==> config.mk <==
export PLATFORM = sky130hd
export DESIGN_NAME = id_ex_stage_hz
export DESIGN_NICKNAME = d
export VERILOG_FILES = /design/src/rtl/dlx_pipe_pkg.sv /design/src/rtl/operand_fwd.sv /design/src/rtl/id_ex_stage_hz.sv
export SDC_FILE = /design/constraint.sdc
export NUM_CORES = 1
export LEC_CHECK = 0
export ABC_AREA = 1
export BUFFER_PORTS_ARGS = -buffer_cell sky130_fd_sc_hd__buf_2
export CAP_MARGIN = 20
export CORE_AREA = 2 2 186 188
export CTS_CLUSTER_SIZE = 14
export DETAILED_ROUTE_END_ITERATION = 10
export DIE_AREA = 0 0 188 190
export PLACE_DENSITY = 0.67
export SLEW_MARGIN = 30
export SYNTH_ARGS = -nofsm -noshare
export SYNTH_HDL_FRONTEND = slang
export SYNTH_HIERARCHICAL = 1
export SYNTH_SLANG_ARGS = --single-unit
==> constraint.sdc <==
create_clock -name clk -period 3 [get_ports clk]
set_clock_uncertainty 0.2 [all_clocks]
set_input_delay 0.3 -clock clk [delete_from_list [all_inputs] [get_ports clk]]
set_output_delay 0.3 -clock clk [all_outputs]
set_load 0.02 [all_outputs]
==> src/rtl/dlx_pipe_pkg.sv <==
// Shared types for the DLX pipeline: the decoded control bundle and register constants.
package dlx_pipe_pkg;

  typedef struct packed {
    logic       we_reg;
    logic       ld;
    logic       st;
    logic       iv_alu;
    logic       pc_alu;
    logic [4:0] alu_op;
    logic       pc_cmd_ex;
    logic       jump_id;
    logic       pc_add;
  } ctrl_t;

  localparam ctrl_t CTRL_NOP = '0;
  localparam int    REG_ZERO = 0;

endpackage

==> src/rtl/operand_fwd.sv <==
// One source operand: forwarding priority mux (EX > MEM > WB > RF) and load-use/RAW hazard match.
module operand_fwd
  import dlx_pipe_pkg::*;
#(
  parameter int XLEN   = 32,
  parameter int RA_W   = 5,
  parameter int FWD_EN = 1
) (
  input  logic [RA_W-1:0] rs_i,
  input  logic [XLEN-1:0] rf_val_i,
  input  logic            ex_valid_i,
  input  logic            ex_we_i,
  input  logic            ex_ld_i,
  input  logic [RA_W-1:0] ex_rd_i,
  input  logic [XLEN-1:0] ex_val_i,
  input  logic [RA_W-1:0] mem_rd_i,
  input  logic [XLEN-1:0] mem_val_i,
  input  logic            mem_is_load_i,
  input  logic [RA_W-1:0] wb_rd_i,
  input  logic [XLEN-1:0] wb_val_i,
  output logic [XLEN-1:0] val_o,
  output logic            hz_o
);

  localparam bit FwdOff = (FWD_EN == 0);

  logic used, ex_hit, ex_wr, ex_ld_hit, mem_hit, mem_wr, wb_hit;

  assign used      = (rs_i != RA_W'(REG_ZERO));
  assign ex_hit    = used & ex_valid_i & (ex_rd_i == rs_i);
  assign ex_wr     = ex_hit & ex_we_i & ~ex_ld_i;
  assign ex_ld_hit = ex_hit & ex_ld_i;
  assign mem_hit   = used & (mem_rd_i == rs_i);
  assign mem_wr    = mem_hit & ~mem_is_load_i;
  assign wb_hit    = used & (wb_rd_i == rs_i);

  // Load data not yet available always stalls; without forwarding every pending writer does.
  assign hz_o = ex_ld_hit | (mem_hit & mem_is_load_i) | (FwdOff & (ex_wr | mem_wr));

  always_comb begin
    val_o = rf_val_i;
    if (!used)       val_o = '0;
    else if (ex_wr)  val_o = ex_val_i;
    else if (mem_wr) val_o = mem_val_i;
    else if (wb_hit) val_o = wb_val_i;
  end

endmodule

==> src/rtl/id_ex_stage_hz.sv <==
// DLX decode-to-execute stage: operand forwarding, load-use bubbles, ID jump redirect, ID/EX register.
module id_ex_stage_hz
  import dlx_pipe_pkg::*;
#(
  parameter int XLEN   = 32,
  parameter int NREG   = 32,
  parameter int FWD_EN = 1,
  parameter int CNT_W  = 16,
  localparam int RA_W  = $clog2(NREG)
) (
  input  logic            clk,
  input  logic            reset_n,
  input  logic            id_valid,
  output logic            id_ready,
  input  ctrl_t           id_ctrl,
  input  logic [RA_W-1:0] id_rs1,
  input  logic [RA_W-1:0] id_rs2,
  input  logic [RA_W-1:0] id_rd,
  input  logic [XLEN-1:0] id_imm,
  input  logic [XLEN-1:0] id_pc,
  input  logic [XLEN-1:0] rf_s1,
  input  logic [XLEN-1:0] rf_s2,
  input  logic [XLEN-1:0] ex_fwd_val,
  input  logic [RA_W-1:0] mem_rd,
  input  logic [RA_W-1:0] wb_rd,
  input  logic [XLEN-1:0] mem_val,
  input  logic [XLEN-1:0] wb_val,
  input  logic            mem_is_load,
  input  logic            nullify,
  input  logic            ex_ready,
  output logic            redirect,
  output logic [XLEN-1:0] redirect_pc,
  output logic            ex_valid,
  output ctrl_t           ex_ctrl,
  output logic [RA_W-1:0] ex_rd,
  output logic [RA_W-1:0] ex_rs1,
  output logic [RA_W-1:0] ex_rs2,
  output logic [XLEN-1:0] ex_imm,
  output logic [XLEN-1:0] ex_pc,
  output logic [XLEN-1:0] ex_s1,
  output logic [XLEN-1:0] ex_s2,
  output logic [CNT_W-1:0] stall_cnt
);

  logic            ex_valid_q, ex_valid_d;
  ctrl_t           ex_ctrl_q, ex_ctrl_d;
  logic [RA_W-1:0] ex_rd_q, ex_rd_d, ex_rs1_q, ex_rs1_d, ex_rs2_q, ex_rs2_d;
  logic [XLEN-1:0] ex_imm_q, ex_imm_d, ex_pc_q, ex_pc_d;
  logic [XLEN-1:0] ex_s1_q, ex_s1_d, ex_s2_q, ex_s2_d;
  logic [CNT_W-1:0] stall_q, stall_d;

  logic [XLEN-1:0] s1_res, s2_res;
  logic            hz1, hz2, hz, adv;

  operand_fwd #(.XLEN(XLEN), .RA_W(RA_W), .FWD_EN(FWD_EN)) u_fwd_s1 (
    .rs_i(id_rs1), .rf_val_i(rf_s1),
    .ex_valid_i(ex_valid_q), .ex_we_i(ex_ctrl_q.we_reg), .ex_ld_i(ex_ctrl_q.ld),
    .ex_rd_i(ex_rd_q), .ex_val_i(ex_fwd_val),
    .mem_rd_i(mem_rd), .mem_val_i(mem_val), .mem_is_load_i(mem_is_load),
    .wb_rd_i(wb_rd), .wb_val_i(wb_val),
    .val_o(s1_res), .hz_o(hz1)
  );

  operand_fwd #(.XLEN(XLEN), .RA_W(RA_W), .FWD_EN(FWD_EN)) u_fwd_s2 (
    .rs_i(id_rs2), .rf_val_i(rf_s2),
    .ex_valid_i(ex_valid_q), .ex_we_i(ex_ctrl_q.we_reg), .ex_ld_i(ex_ctrl_q.ld),
    .ex_rd_i(ex_rd_q), .ex_val_i(ex_fwd_val),
    .mem_rd_i(mem_rd), .mem_val_i(mem_val), .mem_is_load_i(mem_is_load),
    .wb_rd_i(wb_rd), .wb_val_i(wb_val),
    .val_o(s2_res), .hz_o(hz2)
  );

  assign hz          = id_valid & (hz1 | hz2);
  assign adv         = ex_ready | ~ex_valid_q;
  assign id_ready    = nullify | (adv & ~hz);
  assign redirect    = id_valid & id_ctrl.jump_id & ~hz & ~nullify & adv;
  assign redirect_pc = id_ctrl.pc_add ? (id_pc + id_imm) : s1_res;

  always_comb begin
    ex_valid_d = ex_valid_q;
    ex_ctrl_d  = ex_ctrl_q;
    ex_rd_d    = ex_rd_q;
    ex_rs1_d   = ex_rs1_q;
    ex_rs2_d   = ex_rs2_q;
    ex_imm_d   = ex_imm_q;
    ex_pc_d    = ex_pc_q;
    ex_s1_d    = ex_s1_q;
    ex_s2_d    = ex_s2_q;
    if (adv) begin
      if (nullify | hz | ~id_valid) begin
        ex_valid_d = 1'b0;
        ex_ctrl_d  = CTRL_NOP;
        ex_rd_d    = '0;
        ex_rs1_d   = '0;
        ex_rs2_d   = '0;
        ex_imm_d   = '0;
        ex_pc_d    = '0;
        ex_s1_d    = '0;
        ex_s2_d    = '0;
      end else begin
        ex_valid_d = 1'b1;
        ex_ctrl_d  = id_ctrl;
        ex_rd_d    = id_rd;
        ex_rs1_d   = id_rs1;
        ex_rs2_d   = id_rs2;
        ex_imm_d   = id_imm;
        ex_pc_d    = id_pc;
        ex_s1_d    = s1_res;
        ex_s2_d    = s2_res;
      end
    end
    stall_d = stall_q;
    if (hz && !nullify && stall_q != '1) stall_d = stall_q + CNT_W'(1);
  end

  always_ff @(posedge clk) begin
    if (!reset_n) begin
      ex_valid_q <= 1'b0;
      ex_ctrl_q  <= CTRL_NOP;
      ex_rd_q    <= '0;
      ex_rs1_q   <= '0;
      ex_rs2_q   <= '0;
      ex_imm_q   <= '0;
      ex_pc_q    <= '0;
      ex_s1_q    <= '0;
      ex_s2_q    <= '0;
      stall_q    <= '0;
    end else begin
      ex_valid_q <= ex_valid_d;
      ex_ctrl_q  <= ex_ctrl_d;
      ex_rd_q    <= ex_rd_d;
      ex_rs1_q   <= ex_rs1_d;
      ex_rs2_q   <= ex_rs2_d;
      ex_imm_q   <= ex_imm_d;
      ex_pc_q    <= ex_pc_d;
      ex_s1_q    <= ex_s1_d;
      ex_s2_q    <= ex_s2_d;
      stall_q    <= stall_d;
    end
  end

  assign ex_valid  = ex_valid_q;
  assign ex_ctrl   = ex_ctrl_q;
  assign ex_rd     = ex_rd_q;
  assign ex_rs1    = ex_rs1_q;
  assign ex_rs2    = ex_rs2_q;
  assign ex_imm    = ex_imm_q;
  assign ex_pc     = ex_pc_q;
  assign ex_s1     = ex_s1_q;
  assign ex_s2     = ex_s2_q;
  assign stall_cnt = stall_q;

endmodule

==> reports/qor.log <==
[synthesis] largest cells by area after synthesis sky130_fd_sc_hd__dfxtp_1, sky130_fd_sc_hd__nand2_1, sky130_fd_sc_hd__inv_1
[synthesis] distinct cell type count of the synthesized netlist 37
[placement] routability-driven placement congestion ratio 0.968
[power_and_ir_drop] overall power after layout 6.71 mW
[placement] area after detailed placement 16400 sq um
[layout] post-route design area 18100 sq um
[global_routing] pin count of the biggest net entering global routing 159
[worst_setup_path] launch point of the worst path id_imm[28]
[detailed_routing] total vias in the final route 17200
[worst_setup_path] critical path startpoint category input port
[detailed_routing] DRT Wirelength 62.2 mm
[synthesis] sequential fraction of the synthesis area 25.3%
[worst_setup_path] origin of the critical flop-to-flop path ex_rd[1]
[worst_setup_path] worst path required time 2500 ps
[synthesis] top flip-flop cell by instance count after synthesis sky130_fd_sc_hd__dfxtp_1
[clocking] master cell of the clock root buffer sky130_fd_sc_hd__clkbuf_16
[global_routing] GRT Overall Usage 33.9%
[clocking] clock tree from TritonCTS done
[die] die height 190 microns
[worst_setup_path] worst setup path category in2out
[synthesis] cells after synthesis 2347
[global_routing] via count of the first global-routing pass 16500
[layout] # nets final 3153
[synthesis] fraction of registers with async set/reset 0%
[timing] unrepaired setup endpoints after global routing true
[outcome] status completed
[detailed_routing] drt via density 5.17
[timing] final max-slew violation count 0
[layout] area grow syn2layout 31.7%
[synthesis] average footprint of a synthesized cell 5.84 sq um
[worst_setup_path] crit-path max FO 5
[clocking] maximum level of the CTS H-tree 4
[clocking] count of clock tree sinks 173
[detailed_routing] antenna viol nets, final 0
[global_routing] number of antenna violations at the first check in global routing 5
[placement] hpwl dp 48.3 mm
[die] Core Region 33900 sq um
[power_and_ir_drop] Leakage 10.0 nW
[worst_hold_path] path type of the worst min-delay path in2reg
[detailed_routing] number of iterations in the first detailed-routing pass 5
[timing] worst relative slew slack 49.8%
[clocking] clock transition at the registers of the reported paths 80 ps
[timing] Final min period 2930 ps
[synthesis] Synth top area share 25.3%
[timing] pin slew with the least headroom to its limit 753 ps
[clocking] Inserted Clock Buffers 17
[placement] worst-case setup slack after placement 70.9 ps
[placement] IO Port Bufs 474
[die] die outline area 35700 sq um
[worst_hold_path] hold path startpoint id_pc[4]
[global_routing] wire length of the first global-routing pass 93.6 mm
[synthesis] Post-Syn Nets 2648
[timing] period utilization 97.7%
[timing] fmax 341 MHz
[clocking] CTS max path bufs 2
[synthesis] most frequent cell after synthesis sky130_fd_sc_hd__nand2_1
[global_routing] grt total ovfl 0
[die] die span in x 188 microns
[timing] final hold violation count 0
[power_and_ir_drop] PwrDens 371 nW/um^2
[timing] Final Worst Setup Slack 69.9 ps
[power_and_ir_drop] worst IR drop on VDD 412 uV
[die] count of boundary I/O pins 475
[flow_run] max-cap viol count 0
[worst_setup_path] data arrival at the endpoint of the critical path 2430 ps
[detailed_routing] DR WL/cell 18.7 microns
[die] Placement Rows 68
[detailed_routing] count of unresolved DRC violations after routing 0
[synthesis] number of flops mapped to enable cells by yosys 0
[clocking] later-pin clock latency in the skew report 460 ps
[placement] number of instances in the placed design 3194
[layout] fraction of layout cells with a size suffix above 1 24.0%
[synthesis] netlist area before placement 13700 sq um
[timing] number of setup violations in the final report 0
[synthesis] number of synthesized register bits 173
[detailed_routing] number of design-rule violations left by the first detailed-router iteration 1408
[layout] count of non-filler cells in the finished layout 3324
[die] Initial Util 40.4%
[synthesis] library cell occupying the most area in the post-synthesis netlist sky130_fd_sc_hd__dfxtp_1
[synthesis] top cell types by occurrence after synthesis sky130_fd_sc_hd__nand2_1, sky130_fd_sc_hd__inv_1, sky130_fd_sc_hd__nand3_1
[synthesis] Synth Warn # 6
[worst_setup_path] Worst Setup End Kind output port
## through the flow
| step | TNS, ps | utilization [%] | hold WS (ps) |
|---|---|---|---|
| floorplan | 0 | - | 220 |
| global placement | 0 | 48.4 | 249 |
| detailed placement | 0 | 48.4 | 252 |
| CTS | 0 | 52.9 | 11.4 |
| global route | -77.8 | 53.2 | 36.9 |
| finish | 0 | 53.2 | 47.6 |
## critical path: stages
cell and delay (ps):
sky130_fd_sc_hd__dlygate4sd3_1 530, sky130_fd_sc_hd__buf_2 140, sky130_fd_sc_hd__ha_2 400, sky130_fd_sc_hd__nand2_1 110, sky130_fd_sc_hd__nor2_1 150, sky130_fd_sc_hd__nand2_1 80
sky130_fd_sc_hd__nor2_1 110, sky130_fd_sc_hd__nand2_1 70, sky130_fd_sc_hd__nand3_1 80, sky130_fd_sc_hd__nand3_1 150, sky130_fd_sc_hd__nand2_1 130, sky130_fd_sc_hd__buf_2 170
## metal layers
layer	GRT usage, %	wire [microns]
met1	41.8	25400
met2	56.6	28700
met3	6.95	5280
met4	16.5	2760
met5	0	13
## final cells by class
cell class / count / area (sq um)
Clock inverter: 14 / 149
Antenna cell: 4 / 10.0
Multi-Input combinational cell: 1638 / 8140
Sequential cell: 173 / 3480
Inverter: 411 / 1550
Tap cell: 455 / 569
Fill cell: 3564 / 15900
Clock buffer: 18 / 429
Timing Repair Buffer: 611 / 3750
## where the power goes
group	leakage [nW]	total (mW)	internal, mW	switching (mW)
clock network	0.280	2.28	1.18	1.10
logic	8.31	2.03	0.716	1.32
registers	1.41	2.40	2.36	0.0401
total	10.0	6.71	4.25	2.46
## cell usage in the layout, fill, tap and decap left out, types with 30 or more instances in the layout
cell,netlist,layout
sky130_fd_sc_hd__a21oi_1,193,191
sky130_fd_sc_hd__a21oi_2,60,58
sky130_fd_sc_hd__buf_2,42,469
sky130_fd_sc_hd__buf_4,4,41
sky130_fd_sc_hd__dfxtp_1,173,167
sky130_fd_sc_hd__dlygate4sd3_1,0,90
sky130_fd_sc_hd__ha_1,32,30
sky130_fd_sc_hd__inv_1,399,398
sky130_fd_sc_hd__nand2_1,863,863
sky130_fd_sc_hd__nand3_1,231,230
sky130_fd_sc_hd__nand4_1,68,68
sky130_fd_sc_hd__nor2_1,65,61
## kinds of logic after synthesis
family | count (synthesis) | synth area share (%)
AO/OA/AOI/OAI | 282 | 12.1
XOR/XNOR | 36 | 2.30
adder cells (fa/ha/maj) | 33 | 3.07
buffers and inverters | 536 | 16.2
flip-flops | 173 | 25.3
AND/OR/NAND/NOR | 1287 | 41.1
## timing repair
item	in CTS	in global routing
hold endpoints to repair	94	0
endpoints found under the setup margin	22	26
pin swaps	0	7
hold buffers	90	0
gates resized for setup	8	32
setup buffers	4	0
## path summary, 6_finish.rpt
path / endpoint / cells after the start / slack, ps
worst min-delay path: ex_pc[4] / 3 / 50
worst max register to register: ex_s2[0] / 11 / 470
worst min register to register: ex_pc[5] / 2 / 260
worst max-delay path: redirect_pc[29] / 12 / 70
## state kept, by name, summed over array words and instances (netlist names)
register,count
ex_imm,32
ex_pc,32
ex_s1,32
ex_s2,32
stall_cnt,16
ex_ctrl,13
ex_rd,5
ex_rs1,5
ex_rs2,5
ex_valid,1
No activity file was read; power rests on OpenSTA's default activity.
